[src/rtl/instruction_fetch_pkg.sv]
// Shared types and helpers for the instruction fetch stage: FSM state codes,
// next-PC select codes and the branch offset expansion.
package instruction_fetch_pkg;

    typedef enum logic [1:0] {
        FETCH_S = 2'd0,
        EXEC_S  = 2'd1,
        HALT_S  = 2'd2
    } fetch_state_t;

    typedef enum logic [1:0] {
        NPC_SEQ    = 2'd0,
        NPC_BRANCH = 2'd1,
        NPC_JUMP   = 2'd2,
        NPC_JREG   = 2'd3
    } npc_sel_t;

    localparam int unsigned TIMER_W = 8;

    // Word offset to byte offset: sign-extend and scale by 4.
    function automatic logic [31:0] branch_offset(input logic [15:0] imm16);
        return {{14{imm16[15]}}, imm16, 2'b00};
    endfunction

endpackage

[src/rtl/instruction_fetch_next_pc_calc.sv]
// Combinational next-PC selection from the decoder's redirect outputs.
// Register jumps win over absolute jumps, which win over taken branches.
module instruction_fetch_next_pc_calc
    import instruction_fetch_pkg::*;
(
    input  logic [31:0] pc_plus4,
    input  logic        is_jump,
    input  logic        is_branch,
    input  logic        branch_taken,
    input  logic        is_jump_reg,
    input  logic [31:0] jump_reg_target,
    input  logic [15:0] imm16,
    input  logic [25:0] addr26,
    output logic [31:0] next_pc,
    output logic        misaligned
);

    npc_sel_t npc_sel;

    always_comb begin
        npc_sel = NPC_SEQ;
        if (is_jump_reg) begin
            npc_sel = NPC_JREG;
        end else if (is_jump) begin
            npc_sel = NPC_JUMP;
        end else if (is_branch && branch_taken) begin
            npc_sel = NPC_BRANCH;
        end
    end

    always_comb begin
        next_pc = pc_plus4;
        case (npc_sel)
            NPC_JREG:   next_pc = jump_reg_target;
            NPC_JUMP:   next_pc = {pc_plus4[31:28], addr26, 2'b00};
            NPC_BRANCH: next_pc = pc_plus4 + branch_offset(imm16);
            default:    next_pc = pc_plus4;
        endcase
    end

    // Only a register jump can produce a non-word-aligned target.
    assign misaligned = |next_pc[1:0];

endmodule

[src/rtl/instruction_fetch.sv]
// Fetch stage: holds the PC, fetches one word at a time, presents it to the
// decoder until commit, then redirects. Stalled memory or bad targets halt.
module instruction_fetch
    import instruction_fetch_pkg::*;
#(
    parameter logic [31:0] RESET_PC       = 32'h0000_0000,
    parameter int unsigned TIMEOUT_CYCLES = 255
) (
    input  logic        clk,
    input  logic        reset,
    output logic        imem_req,
    output logic [31:0] imem_addr,
    input  logic        imem_ready,
    input  logic [31:0] imem_data,
    output logic [31:0] instruction,
    output logic        instr_valid,
    output logic [31:0] pc,
    output logic [31:0] pc_plus4,
    input  logic        commit,
    input  logic        is_jump,
    input  logic        is_branch,
    input  logic        branch_taken,
    input  logic        is_jump_reg,
    input  logic [31:0] jump_reg_target,
    input  logic [15:0] imm16,
    input  logic [25:0] addr26,
    output logic        fetch_error
);

    // The counter holds misses already seen, so the last allowed miss is
    // the one that finds it at TIMEOUT_CYCLES-1.
    localparam logic [TIMER_W-1:0] TIMER_LAST = TIMER_W'(TIMEOUT_CYCLES - 1);

    fetch_state_t       state_reg;
    logic [31:0]        pc_reg;
    logic [31:0]        instruction_reg;
    logic               fetch_error_reg;
    logic               imem_req_reg;
    logic               instr_valid_reg;
    logic [TIMER_W-1:0] timer_reg;

    logic [31:0] pc_plus4_next;
    logic [31:0] next_pc;
    logic        next_pc_misaligned;

    assign pc_plus4_next = pc_reg + 32'd4;

    instruction_fetch_next_pc_calc u_next_pc_calc (
        .pc_plus4        (pc_plus4_next),
        .is_jump         (is_jump),
        .is_branch       (is_branch),
        .branch_taken    (branch_taken),
        .is_jump_reg     (is_jump_reg),
        .jump_reg_target (jump_reg_target),
        .imm16           (imm16),
        .addr26          (addr26),
        .next_pc         (next_pc),
        .misaligned      (next_pc_misaligned)
    );

    always_ff @(posedge clk) begin
        if (reset) begin
            state_reg       <= FETCH_S;
            pc_reg          <= RESET_PC;
            instruction_reg <= 32'd0;
            fetch_error_reg <= 1'b0;
            imem_req_reg    <= 1'b1;
            instr_valid_reg <= 1'b0;
            timer_reg       <= '0;
        end else begin
            case (state_reg)
                FETCH_S: begin
                    if (imem_ready) begin
                        instruction_reg <= imem_data;
                        state_reg       <= EXEC_S;
                        imem_req_reg    <= 1'b0;
                        instr_valid_reg <= 1'b1;
                    end else if (timer_reg == TIMER_LAST) begin
                        fetch_error_reg <= 1'b1;
                        state_reg       <= HALT_S;
                        imem_req_reg    <= 1'b0;
                    end else begin
                        timer_reg <= timer_reg + 1'b1;
                    end
                end
                EXEC_S: begin
                    if (commit) begin
                        instr_valid_reg <= 1'b0;
                        if (next_pc_misaligned) begin
                            fetch_error_reg <= 1'b1;
                            state_reg       <= HALT_S;
                        end else begin
                            pc_reg       <= next_pc;
                            timer_reg    <= '0;
                            state_reg    <= FETCH_S;
                            imem_req_reg <= 1'b1;
                        end
                    end
                end
                HALT_S: begin
                    state_reg <= HALT_S;
                end
                default: begin
                    // Unused encoding: fail safe into the halted state.
                    fetch_error_reg <= 1'b1;
                    state_reg       <= HALT_S;
                    imem_req_reg    <= 1'b0;
                    instr_valid_reg <= 1'b0;
                end
            endcase
        end
    end

    assign imem_req    = imem_req_reg;
    assign imem_addr   = pc_reg;
    assign instruction = instruction_reg;
    assign instr_valid = instr_valid_reg;
    assign pc          = pc_reg;
    assign pc_plus4    = pc_plus4_next;
    assign fetch_error = fetch_error_reg;

endmodule

[config.mk]
export PLATFORM = sky130hd
export DESIGN_NAME = instruction_fetch
export DESIGN_NICKNAME = d
export VERILOG_FILES = /design/src/rtl/instruction_fetch_pkg.sv /design/src/rtl/instruction_fetch_next_pc_calc.sv /design/src/rtl/instruction_fetch.sv
export SDC_FILE = /design/constraint.sdc
export NUM_CORES = 1
export LEC_CHECK = 0
export CORE_MARGIN = 8
export CORE_UTILIZATION = 48
export DETAILED_ROUTE_END_ITERATION = 6
export GPL_ROUTABILITY_DRIVEN = 0
export PLACE_DENSITY = 0.95
export SETUP_SLACK_MARGIN = 0.02
export SLEW_MARGIN = 15
export SYNTH_ARGS = -nofsm -noshare
export SYNTH_HDL_FRONTEND = slang
export SYNTH_SLANG_ARGS = --single-unit
[constraint.sdc]
create_clock -name clk -period 6.8 [get_ports clk]
set_input_delay 0.68 -clock clk [delete_from_list [all_inputs] [get_ports clk]]
set_output_delay 0.68 -clock clk [all_outputs]
set_load 0.1 [all_outputs]
==> impl_results.md <==
- Final Hold Vio Count: 0
- Post-layout min period: 4.31 ns
- Die boundary height: 129 um
- Synth top area share: 0.251
- Initial core utilization: 0.489
- Drt first pass iters: 7
- Nets: 1178
- Hold Crit Class: flop to flop
- Hold buffers post-CTS: 0
- Cell family with most CP delay: simple AND/OR/NAND/NOR gates
- Worst Setup SP: imem_addr[4]
- Top-count cell post-synth: nand2_1
- Reg-to-reg startpoint: imem_addr[4]
- Crit path launch type: flop
- Final setup viols: 0
- Max-slew violation total from the final report: 0
- Global-route wire length before repair: 36.7 mm
- Worst Setup EP: pc_plus4[26]
- Die width: 129 um
- Setup TNS: 0 ns
- Longest Clk Path Bufs: 2
- Ratio of cells with drive above 1 in the final layout: 0.0505
- Cts bufs inserted: 9
- Critical Path Max Stage Delay: 1.21 ns
- Routed Antenna Nets: 0
- Post-synth EDFFs: 0
- Worst Path Required: 6.12 ns
- RSZ-0062 raised after global routing: no
- Final core occ: 0.695
- DRT iter0 DRCs: 804
- Largest fanout on the critical path: 9
- Vias in the first global route: 6885
- Synth top cells by count: nand2_1, a21oi_1, nor2_1
- Netlist cell types: 78
- GR Overflow Total: 0
- Cts repair resizes: 0
- Largest net degree at the start of global routing: 70
- Vias per inst: 5.98
- CP Class: flop to output port
- Clock-pin slew on the worst setup and hold paths: 0.06 ns
- R2R depth: 14
- Detailed Place HPWL: 18.3 mm
- Die area: 16700 um^2
- Synthesized cell area: 6150 um^2
- Largest area contributor in the netlist: dfxtp_1
- Relative slew margins: 0.250
- P per Cell Area: 190 nW/um^2
- Row cnt: 41
- Max VDD drop: 0.136 mV
- Max-Cap Viols: 0
- Syn_area_per_cell: 7.37 um^2
- Ys async rst share: 0
- Antenna diodes: 0
- GRT Total Usage: 0.277
- Status: finished, final reports clean
- Sink Count: 77
- Number of cells on the critical path: 7
- CP cell instances: and4_1 > nand2_1 > nor2_1 > nand2_1 > or2_2 > xnor2_1 > clkdlybuf4s50_1
- R2R setup slack: 2.52 ns
- Area growth, synth to finish: 42.0%
- Crit-path most repeated cell: nand2_1
- Input/output buffers: 244
- H-tree levels: 3
- Synth Net Count: 988
- Critical R2R Capture: imem_addr[24]
- Core area: 12600 um^2
- Cells after Synth: 834
- Drt wl/cell: 20.1 um
- Fillers: 992
- Worst skew pair latency: 0.34 ns
- Post-CTS setup repair buffer count: 0
- Ys flop type: dfxtp_1
- Lkg Pwr: 3.35 nW
- CP endpoint kind: output port
- Part of the Yosys area used for sequential elements: 0.251
- Initial antenna violation count: 0
- Final period util: 0.633
- Worst Skew: 0.00695 ns
- Drt total wl: 24.2 mm
- Yosys warnings: 0
- CTS tree: yes
- Fmax: 232 MHz
- DRC viols: 0
- IO Pins: 245
- Worst path slowest cell: clkdlybuf4s50_1
- Largest cells by area after synthesis: dfxtp_1, nand2_1, ha_1
- Via total after detailed routing: 7176
- Worst-Margin Slew: 1.12 ns
- Power Total: 0.00166 W
- CTS Root Cell: clkbuf_16
- Crit path buffers/inverters: 1
- Critical path data arrival time: 3.63 ns
- #FFs+latches synth: 77
-- worst min-delay path: stages (launching register included) --
cell	delay [ns]
dfxtp_1	0.31
nand2_1	0.05
a21oi_1	0.05
-- stage by stage --
stage               worst slack [ns]  cell area [um^2]  hold WS [ns]  std cells
finish                          2.49              8730         0.453       1201
global route                    2.31              8730         0.468       1201
CTS                             2.55              8720         0.455       1200
detailed placement              2.75              8420         0.446       1184
global placement                2.82              8420         0.441       1184
floorplan                      0.980              6150         0.458        834
-- how the worst min path moves through the flow --
stage / start / cells past startpoint / endpoint
final: instruction[10] / 2 / instruction[10]
after global placement: instruction[19] / 2 / instruction[19]
after global routing: instruction[1] / 2 / instruction[1]
after CTS: instruction[4] / 2 / instruction[4]
after detailed placement: instruction[1] / 2 / instruction[1]
after floorplan: timer_reg[7] / 2 / timer_reg[7]
-- where the power goes --
group | switching [W] | total, W | leakage, nW | internal, W
Clock | 0.000206 | 0.000493 | 0.140 | 0.000288
Combinational | 0.000464 | 0.000664 | 2.59 | 0.000200
Sequential | 0.0000277 | 0.000506 | 0.628 | 0.000478
-- area by class of cell --
| type | count | area (um^2) | area share |
|---|---|---|---|
| Clock buffer | 10 | 229 | 0.0262 |
| Tap cell | 172 | 215 | 0.0246 |
| Clock inverter | 6 | 71.3 | 0.00817 |
| Inverter | 16 | 60.1 | 0.00688 |
| Sequential cell | 77 | 1540 | 0.177 |
| Multi-Input combinational cell | 670 | 4120 | 0.472 |
| Timing Repair Buffer | 250 | 2490 | 0.285 |
-- cell usage in the layout, fill, tap and decap left out, types with 5 or more instances in the layout --
master	n
a211oi_1	9
a21o_1	9
a21oi_1	90
a221oi_1	8
a22oi_1	9
a31oi_1	8
and2_1	6
and3_1	6
buf_4	5
clkbuf_16	9
clkdlybuf4s50_1	243
dfxtp_1	77
ha_1	39
inv_1	14
mux2i_1	7
nand2_1	138
nand2b_1	5
nand3_1	19
nand4_1	12
nor2_1	84
nor2b_1	7
nor3_1	14
o21ai_0	48
o221ai_1	10
o22ai_1	5
o31ai_1	8
or2_2	5
xnor2_1	32
xor2_1	19
-- per-layer routing --
| metal | vias to the layer above | routed length (um) | global-route usage | share of wire |
|---|---|---|---|---|
| met5 | - | 0 | 0 | 0 |
| met4 | 0 | 935 | 0.140 | 0.039 |
| met3 | 86 | 2600 | 0.0559 | 0.11 |
| met2 | 473 | 11500 | 0.455 | 0.48 |
| met1 | 3278 | 9150 | 0.337 | 0.38 |
| li1 | 3339 | - | - | - |
-- cells by family (layout without fill, tap and decap cells) --
| family | count (synthesis) | in the layout | share of synthesized area |
|---|---|---|---|
| AO/OA/AOI/OAI | 247 | 247 | 0.256 |
| XOR/XNOR | 52 | 52 | 0.0753 |
| adder cells (fa/ha/maj) | 40 | 40 | 0.0826 |
| buffers and inverters | 87 | 282 | 0.0784 |
| flip-flops | 77 | 77 | 0.251 |
| multiplexers | 7 | 7 | 0.0114 |
| AND/OR/NAND/NOR | 324 | 324 | 0.245 |
Note: power is estimated with default switching activity, not from simulation.
